===== src/rtl/noc_pkg.sv =====
// rtl/noc_pkg.sv - shared NoC constants, header field layout and FSM encoding
package noc_pkg;

    localparam int Noc_Data_Width = 32;

    // Default field widths used by NoC blocks
    localparam int NOC_COORD_W = 4;
    localparam int NOC_LEN_W   = 8;

    // Header field positions, counted in units of the coordinate width
    localparam int HDR_DEST_X_SLOT = 0;
    localparam int HDR_DEST_Y_SLOT = 1;
    localparam int HDR_SRC_X_SLOT  = 2;
    localparam int HDR_SRC_Y_SLOT  = 3;
    localparam int HDR_LEN_SLOT    = 4;

    // Bit offset of a header field given its slot and the coordinate width
    function automatic int hdr_lsb(input int slot, input int coord_w);
        return slot * coord_w;
    endfunction

    typedef enum logic [1:0] {
        ST_IDLE = 2'd0,
        ST_HEAD = 2'd1,
        ST_BODY = 2'd2
    } noc_state_e;

endpackage


===== src/rtl/noc_sync_fifo.sv =====
// rtl/noc_sync_fifo.sv - synchronous FIFO with combinational head, shared by NoC buffers
module noc_sync_fifo #(
    parameter int WIDTH = 32,
    parameter int DEPTH = 8
) (
    input  logic             clk,
    input  logic             rst_n,
    input  logic             push,
    input  logic [WIDTH-1:0] push_data,
    input  logic             pop,
    output logic             full,
    output logic             empty,
    output logic [WIDTH-1:0] head
);

    localparam int AW = $clog2(DEPTH);

    logic [WIDTH-1:0] mem [DEPTH];
    logic [AW:0]      wr_ptr;
    logic [AW:0]      rd_ptr;
    logic             do_push;
    logic             do_pop;

    // Extra pointer bit distinguishes full from empty when the indices match
    assign full    = (wr_ptr[AW] != rd_ptr[AW]) && (wr_ptr[AW-1:0] == rd_ptr[AW-1:0]);
    assign empty   = (wr_ptr == rd_ptr);
    // Full is taken from the registered pointers, so a pop does not make room in the same cycle
    assign do_push = push && !full;
    assign do_pop  = pop && !empty;
    assign head    = mem[rd_ptr[AW-1:0]];

    // Pointer update; reset flushes the FIFO
    always_ff @(posedge clk or negedge rst_n) begin
        if (!rst_n) begin
            wr_ptr <= '0;
            rd_ptr <= '0;
        end else begin
            if (do_push) wr_ptr <= wr_ptr + (AW+1)'(1);
            if (do_pop)  rd_ptr <= rd_ptr + (AW+1)'(1);
        end
    end

    // Storage write; contents need no reset because the pointers gate visibility
    always_ff @(posedge clk) begin
        if (do_push) mem[wr_ptr[AW-1:0]] <= push_data;
    end

endmodule


===== src/rtl/noc_local_packetizer.sv =====
// rtl/noc_local_packetizer.sv - builds header+payload wormhole packets for a router local port
module noc_local_packetizer
    import noc_pkg::*;
#(
    parameter int X_ID       = 0,
    parameter int Y_ID       = 0,
    parameter int DATA_WIDTH = Noc_Data_Width,
    parameter int COORD_W    = 4,
    parameter int LEN_W      = 8,
    parameter int FIFO_DEPTH = 8
) (
    input  logic                  noc_clk,
    input  logic                  noc_rst_n,
    input  logic                  req_valid,
    output logic                  req_ready,
    input  logic [COORD_W-1:0]    req_dest_x,
    input  logic [COORD_W-1:0]    req_dest_y,
    input  logic [LEN_W-1:0]      req_len,
    input  logic                  data_valid,
    output logic                  data_ready,
    input  logic [DATA_WIDTH-1:0] data_word,
    output logic                  sender_valid,
    input  logic                  sender_ready,
    output logic [DATA_WIDTH-1:0] sender_flit,
    output logic                  sender_is_header,
    output logic                  sender_is_tail,
    output logic [15:0]           pkt_count
);

    localparam logic [COORD_W-1:0] SRC_X = COORD_W'(X_ID);
    localparam logic [COORD_W-1:0] SRC_Y = COORD_W'(Y_ID);
    localparam int DEST_X_LSB = hdr_lsb(HDR_DEST_X_SLOT, COORD_W);
    localparam int DEST_Y_LSB = hdr_lsb(HDR_DEST_Y_SLOT, COORD_W);
    localparam int SRC_X_LSB  = hdr_lsb(HDR_SRC_X_SLOT, COORD_W);
    localparam int SRC_Y_LSB  = hdr_lsb(HDR_SRC_Y_SLOT, COORD_W);
    localparam int LEN_LSB    = hdr_lsb(HDR_LEN_SLOT, COORD_W);

    noc_state_e            state_q;
    noc_state_e            state_d;
    logic [COORD_W-1:0]    dest_x_q;
    logic [COORD_W-1:0]    dest_y_q;
    logic [LEN_W-1:0]      len_q;
    logic [LEN_W-1:0]      remaining_q;
    logic [15:0]           pkt_count_q;
    logic [DATA_WIDTH-1:0] header;
    logic                  fifo_full;
    logic                  fifo_empty;
    logic [DATA_WIDTH-1:0] fifo_head;
    logic                  req_fire;
    logic                  head_fire;
    logic                  body_fire;
    logic                  last_body;
    logic                  pkt_done;

    // Payload buffer fills regardless of packet state so data may run ahead of requests
    noc_sync_fifo #(
        .WIDTH (DATA_WIDTH),
        .DEPTH (FIFO_DEPTH)
    ) u_payload_fifo (
        .clk       (noc_clk),
        .rst_n     (noc_rst_n),
        .push      (data_valid),
        .push_data (data_word),
        .pop       (body_fire),
        .full      (fifo_full),
        .empty     (fifo_empty),
        .head      (fifo_head)
    );

    assign data_ready = !fifo_full;
    assign req_fire   = (state_q == ST_IDLE) && req_valid;
    assign head_fire  = (state_q == ST_HEAD) && sender_ready;
    assign body_fire  = (state_q == ST_BODY) && sender_ready && !fifo_empty;
    assign last_body  = (remaining_q == LEN_W'(1));
    assign pkt_done   = (head_fire && (len_q == '0)) || (body_fire && last_body);
    assign pkt_count  = pkt_count_q;

    // Assemble the header flit from the latched request and this node's coordinates
    always_comb begin
        header = '0;
        header[DEST_X_LSB +: COORD_W] = dest_x_q;
        header[DEST_Y_LSB +: COORD_W] = dest_y_q;
        header[SRC_X_LSB  +: COORD_W] = SRC_X;
        header[SRC_Y_LSB  +: COORD_W] = SRC_Y;
        header[LEN_LSB    +: LEN_W]   = len_q;
    end

    // State register
    always_ff @(posedge noc_clk or negedge noc_rst_n) begin
        if (!noc_rst_n) state_q <= ST_IDLE;
        else            state_q <= state_d;
    end

    // Next-state: one packet in flight, header then len payload flits
    always_comb begin
        state_d = state_q;
        case (state_q)
            ST_IDLE: if (req_valid)  state_d = ST_HEAD;
            ST_HEAD: if (head_fire)  state_d = (len_q == '0) ? ST_IDLE : ST_BODY;
            ST_BODY: if (body_fire && last_body) state_d = ST_IDLE;
            default: state_d = ST_IDLE;
        endcase
    end

    // Outputs decode from state only, so reset clears them without waiting for a clock
    always_comb begin
        req_ready        = 1'b0;
        sender_valid     = 1'b0;
        sender_flit      = '0;
        sender_is_header = 1'b0;
        sender_is_tail   = 1'b0;
        case (state_q)
            ST_IDLE: req_ready = 1'b1;
            ST_HEAD: begin
                sender_valid     = 1'b1;
                sender_flit      = header;
                sender_is_header = 1'b1;
                sender_is_tail   = (len_q == '0);
            end
            ST_BODY: begin
                sender_valid   = !fifo_empty;
                sender_flit    = fifo_head;
                sender_is_tail = last_body;
            end
            default: ;
        endcase
    end

    // Request latch, remaining-flit counter and completed-packet counter
    always_ff @(posedge noc_clk or negedge noc_rst_n) begin
        if (!noc_rst_n) begin
            dest_x_q    <= '0;
            dest_y_q    <= '0;
            len_q       <= '0;
            remaining_q <= '0;
            pkt_count_q <= '0;
        end else begin
            if (req_fire) begin
                dest_x_q <= req_dest_x;
                dest_y_q <= req_dest_y;
                len_q    <= req_len;
            end
            if (head_fire && (len_q != '0)) remaining_q <= len_q;
            else if (body_fire)              remaining_q <= remaining_q - LEN_W'(1);
            if (pkt_done) pkt_count_q <= pkt_count_q + 16'd1;
        end
    end

endmodule


===== config.mk =====
export PLATFORM = sky130hd
export DESIGN_NAME = noc_local_packetizer
export DESIGN_NICKNAME = d
export VERILOG_FILES = /design/src/rtl/noc_pkg.sv /design/src/rtl/noc_sync_fifo.sv /design/src/rtl/noc_local_packetizer.sv
export SDC_FILE = /design/constraint.sdc
export NUM_CORES = 1
export LEC_CHECK = 0
export ABC_AREA = 1
export CAP_MARGIN = 40
export CORE_UTILIZATION = 66
export CTS_BUF_LIST = sky130_fd_sc_hd__clkbuf_8
export DETAILED_ROUTE_END_ITERATION = 8
export DONT_BUFFER_PORTS = 1
export GPL_TIMING_DRIVEN = 0
export PLACE_DENSITY_LB_ADDON = 0.08
export SLEW_MARGIN = 20
export SYNTH_ARGS = -nofsm -noshare
export SYNTH_HDL_FRONTEND = slang
export SYNTH_SLANG_ARGS = --single-unit

===== constraint.sdc =====
create_clock -name noc_clk -period 4.6 [get_ports noc_clk]
set_input_delay 0.69 -clock noc_clk [delete_from_list [all_inputs] [get_ports noc_clk]]
set_output_delay 0.69 -clock noc_clk [all_outputs]
set_load 0.01 [all_outputs]

Yosys cells after proc, flatten, opt, wreduce, memory -nomap -nowiden:

Memory sizes are Yosys's and may differ from the RTL's.
Index checks and enable logic that the tools add are counted.

* add/subtract/negate cells: 4
* eq/ne operators: 9
* multiplexer cells: 14
* reduce and logical (&&, ||, !) cells: 18

Operator list (number)
* case mux 32 bit (2 select lines): 1
* adder 16 x 1 -> 16 bit (second input constant): 1
* two-way mux 8 bit: 2
* logical AND 1 bit: 10
* adder 4 x 1 -> 4 bit (second input constant): 2
* equality test 8 x 1 -> 1 bit (second input constant): 1
* logical NOT 8 bit: 1
* two-way mux 2 bit: 4
* nonzero test 8 bit: 1
* subtractor 8 x 1 -> 8 bit (second input constant): 1
* case mux 2 bit (3 select lines): 1
* equality test 4 bit: 1
* two-way mux 1 bit: 4
* != test 2 bit (second input constant): 2
* case mux 1 bit (2 select lines): 2
* equality test 3 bit: 1
* AND reduction 3 bit: 1
* equality test 2 x 1 -> 1 bit (second input constant): 1
* equality test 2 bit (second input constant): 1
* logical NOT 1 bit: 2
* logical NOT 2 bit: 1
* != test 2 x 1 -> 1 bit (second input constant): 1
* nonzero test 2 bit: 1
* logical OR 1 bit: 1
* != test 1 bit: 1

* bits in registers: 50
* RAM bits: 256
* output and inout bits: 53
* memories kept: 1

Memory list
* u_payload_fifo.mem: words 8, width 32, rd ports 1, clocked after Yosys merged registers in 0, write ports 1, RTL line noc_sync_fifo.sv:18 `logic [WIDTH-1:0] mem [DEPTH];`

Logic depth before layout (Yosys ltp):

* word-level depth: 6
* mapped depth: 12
* depth with buffers taken out: 10

By module:

From an unflattened synthesis, not the netlist that was laid out.

* cell total of the unflattened synthesis: 1187
* area, all modules: 13245.2 um2

By module, submodules not included
* noc_sync_fifo: times used 1, cells an instance 811, area each 10533.9 um2, seq. area each 7887.6 um2
* noc_local_packetizer: times used 1, cells an instance 376, area each 2711.4 um2, seq. area each 1051.0 um2

Least setup slack after synthesis:

No wires, ideal clock.

* path type: register to register
* from: register u_payload_fifo.rd_ptr[0]
* to: memory u_payload_fifo.mem[6][0], enable pin
* setup time: 0.461 ns
* arrival time: 3.431 ns
* required time: 4.139 ns
* slack: 0.708 ns
* stages on the path, launching flop included: 11
* clock period less this slack: 3.892 ns
* cell sequence: dfrtp_1 inv_2 buf_6 nand2_1 nand2_1 nor2_2 nand3b_1 nand2_1 inv_1 nand2_1 nor3_1

* longest elaborated chain between the ends: 6

Ends and longest elaborated chain
* start: declaration: RTL line noc_sync_fifo.sv:20 `logic [AW:0] rd_ptr;`
* start signal: assignment: RTL line noc_sync_fifo.sv:39 `if (do_pop) rd_ptr <= rd_ptr + (AW+1)'(1);`
* equality test 3 bit: RTL line noc_sync_fifo.sv:25 `assign full = (wr_ptr[AW] != rd_ptr[AW]) && (wr_ptr[AW-1:0] == rd_ptr[AW-1:0]);`
* logical AND 1 bit: RTL line noc_sync_fifo.sv:25
* logical NOT 1 bit
* net data_ready: RTL line noc_local_packetizer.sv:20 `output logic data_ready,`
* logical AND 1 bit: RTL line noc_sync_fifo.sv:28 `assign do_push = push && !full;`
* two-way mux 1 bit: RTL line noc_sync_fifo.sv:45 `if (do_push) mem[wr_ptr[AW-1:0]] <= push_data;`
* two-way mux 1 bit (implied by the code): RTL line noc_sync_fifo.sv:45
* end: declaration: RTL line noc_sync_fifo.sv:18

The timed path passes the listed nets, and every way through them passes these cells.

Worst setup path in the final report:

* from: register u_payload_fifo.rd_ptr[1]
* to: output port sender_flit[1]

* longest elaborated chain between the ends: 2

Ends and longest elaborated chain
* memory (8 x 32 bit)
* case mux 32 bit (2 select lines): RTL line noc_local_packetizer.sv:112 `case (state_q)`
* end: declaration: RTL line noc_local_packetizer.sv:24 `output logic [DATA_WIDTH-1:0] sender_flit,`

No other way between the ends.

==> results.tsv <==
metric	value	unit
overflow	0	
fp.dieArea	0.0198	mm²
cts_setup_buffers	0	
design_area	0.0142	mm²
place_area	0.0133	mm²
ir_drop	0.305	mV
critPathMaxFanout	10	
fp.dieW	141	µm
skew	0.0165	ns
hp-class	primary input to register	
antenna_found_initial	0	
cts_num_sinks	306	
clockRootBuffer	clkbuf_8	
std_cell_rows	50	
ys_seq_area_frac	0.704	
multi_input_area	0.00338	mm²
rsz0062_at_grt	false	
finalSetupViolCount	0	
clkTransAtPathRegs	0.06	ns
critPathCaptureType	output pin	
crit_top_cell	buf_2	
crit_required	3.91	ns
antenna_cells	0	
cp.arrival	2.82	ns
finalSetupTns	0	ns
syn_nets	1145	
register_area	0.00894	mm²
max_stage_delay	0.48	ns
period_needed	3.51	ns
clock.fmax	0.285	GHz
ctsHoldBuffers	2	
core_area	0.0188	mm²
grt.total_usage	0.321	
dp.final_hpwl	20300	µm
nFillCells	1212	
viasPerCell	6.30	
grt_max_degree	51	
synth_seq_cells	306	
dr.pass1.iters	5	
io_pins	106	
relSlewSlack	0.512	
avgSynthCellArea	11.7	µm²
synthDistinctLibCells	28	
insertion_delay	0.58	ns
slowest_stage	clkbuf_1	
io_buffers	0	
drc	0	
cts_buffer_depth	3	
syn_inst	1084	
status	completed	
leakage	0.00514	µW
period_share	0.764	
cp_cell_sequence	buf_2, buf_2, clkbuf_1, o21ai_0, o221ai_1, nand3_1, nand2_1	
grt_first_pass_wirelength	47200	µm
synth_area	0.0127	mm²
ant_nets	0	
report.final.hold_viol_count	0	
place_ws	1.34	ns
wl	31000	µm
start_util	0.677	
syn2layout_area_growth	11.6	%
dp_cells	1329	
instances_no_fill	1417	
gp_congestion	0.868	
grt_pass1_vias	8731	
ctsResizeCount	0	
slew_violations	0	
drt_iter0_markers	1129	
avgRoutedWirePerCell	21.9	µm
numCtsBuffers	48	
via_count	8931	
timing.final.ws_setup	1.09	ns
drive_gt1_frac	0.107	
chipHeight	141	µm
nets	1209	
cts_tree	yes	
drv_cap	0	
ys_warn_count	0	
cp-start-kind	register	
worst_pin_slew	0.732	ns
cts.htree.levels	2	
power_density	631	mW/mm²
worstSetupPathType	register to output pin	
kinds of logic after synthesis:
| kind of cell | count (synthesis) | synth area share |
|---|---|---|
| compound gates | 238 | 0.104 |
| xor+xnor | 19 | 0.0131 |
| fa+ha+maj | 8 | 0.00788 |
| buf+inv | 105 | 0.0343 |
| flops | 306 | 0.704 |
| mux | 14 | 0.0124 |
| simple gates | 394 | 0.124 |
critical path: cells and delay by family, from the launching register on:
family,cells,cell delay [ns]
buffers and inverters,3,0.94
AOI/OAI and AO/OA,2,0.48
and+or+nand+nor,2,0.44
DFF,1,0.38
stage by stage:
step,total power [µW],util,hold slack (ns)
global placement,6600,0.692,0.396
detailed placement,6830,0.707,0.396
floorplan,5740,-,0.394
finish,8950,0.755,0.206
global route,9380,0.755,0.180
CTS,8900,0.755,0.183
synthesized netlist by cell type:
master | number | area (µm²)
inv_2 | 5 | 18.8
xor2_1 | 19 | 166
nand2_2 | 3 | 18.8
nand3b_1 | 2 | 15.0
o221ai_1 | 18 | 158
inv_1 | 43 | 161
buf_2 | 15 | 75.1
o21ai_1 | 16 | 80.1
a21boi_0 | 1 | 7.51
nand3_2 | 1 | 10.0
edfxtp_1 | 256 | 7690
buf_4 | 2 | 15.0
nor2_1 | 220 | 826
o21ai_0 | 165 | 826
o211ai_1 | 18 | 135
buf_6 | 2 | 22.5
mux2_2 | 14 | 158
nor3_1 | 6 | 30.0
clkbuf_1 | 33 | 124
a21oi_1 | 4 | 20.0
nand4_1 | 5 | 31.3
buf_1 | 5 | 18.8
nand3_1 | 38 | 190
nor2_2 | 3 | 18.8
nand2_1 | 116 | 435
ha_1 | 8 | 100
a31oi_1 | 16 | 100
dfrtp_1 | 50 | 1250
cell usage in the layout (no fill, tap or decap), types with 3 or more instances in the layout:
| cell type | n |
|---|---|
| ha_1 | 8 |
| o221ai_1 | 18 |
| xor2_1 | 19 |
| nand4_1 | 5 |
| clkbuf_8 | 53 |
| clkinv_1 | 6 |
| inv_1 | 62 |
| buf_16 | 5 |
| nand2_1 | 116 |
| clkbuf_1 | 33 |
| nand2_2 | 3 |
| a31oi_1 | 16 |
| inv_2 | 5 |
| nand3_1 | 38 |
| buf_12 | 4 |
| nor2_2 | 3 |
| o21ai_1 | 16 |
| buf_2 | 15 |
| nor3_1 | 5 |
| o211ai_1 | 18 |
| buf_4 | 6 |
| a21oi_1 | 4 |
| clkinv_2 | 4 |
| nor2_4 | 7 |
| nor2_1 | 213 |
| edfxtp_1 | 256 |
| buf_1 | 5 |
| dfrtp_1 | 50 |
| mux2_2 | 14 |
| o21ai_0 | 165 |
layout make-up:
type | count | area share
Sequential cell | 306 | 0.630
Multi-Input combinational cell | 673 | 0.239
Clock buffer | 53 | 0.0514
Tap cell | 234 | 0.0206
Timing Repair Buffer | 14 | 0.0182
Buffer | 57 | 0.0180
Inverter | 48 | 0.0127
Clock inverter | 32 | 0.00997
report_power, final:
part           switching [µW]  leakage [µW]  internal [µW]
combinational            2170       0.00172            878
clock                    1020      0.000518           1060
sequential                255       0.00291           3570
total                    3450       0.00514           5500
metal layers:
metal,vias up,part of all wire,GRT usage
met5,-,0,0
met3,88,0.11,0.0768
li1,3974,-,-
met4,0,0.029,0.140
met1,4298,0.40,0.448
met2,571,0.46,0.489
state kept, by name, indices dropped and copies added (netlist names):
register               count
len_q                      8
state_q                    2
remaining_q                8
u_payload_fifo.mem       256
pkt_count                 16
u_payload_fifo.rd_ptr      4
u_payload_fifo.wr_ptr      4
dest_y_q                   4
dest_x_q                   4
final timing paths:
kind / depth (start not counted) / end / slack [ns] / startpoint
setup / recovery: 7 / sender_flit[1] / 1.09 / u_payload_fifo.rd_ptr[1]$_DFFE_PN0P_
hold / removal: 0 / u_payload_fifo.mem[6][20]$_DFFE_PP_ / 0.21 / data_word[20]
setup reg to reg: 12 / u_payload_fifo.mem[6][28]$_DFFE_PP_ / 1.65 / u_payload_fifo.rd_ptr[0]$_DFFE_PN0P_
hold reg to reg: 1 / dest_y_q[1]$_DFFE_PN0P_ / 0.51 / dest_y_q[1]$_DFFE_PN0P_
max in group asynchronous: 2 / dest_x_q[2]$_DFFE_PN0P_ / 3.70 / noc_rst_n
min in group asynchronous: 2 / u_payload_fifo.wr_ptr[3]$_DFFE_PN0P_ / 0.66 / noc_rst_n
No activity file was read; power rests on OpenSTA's default activity.
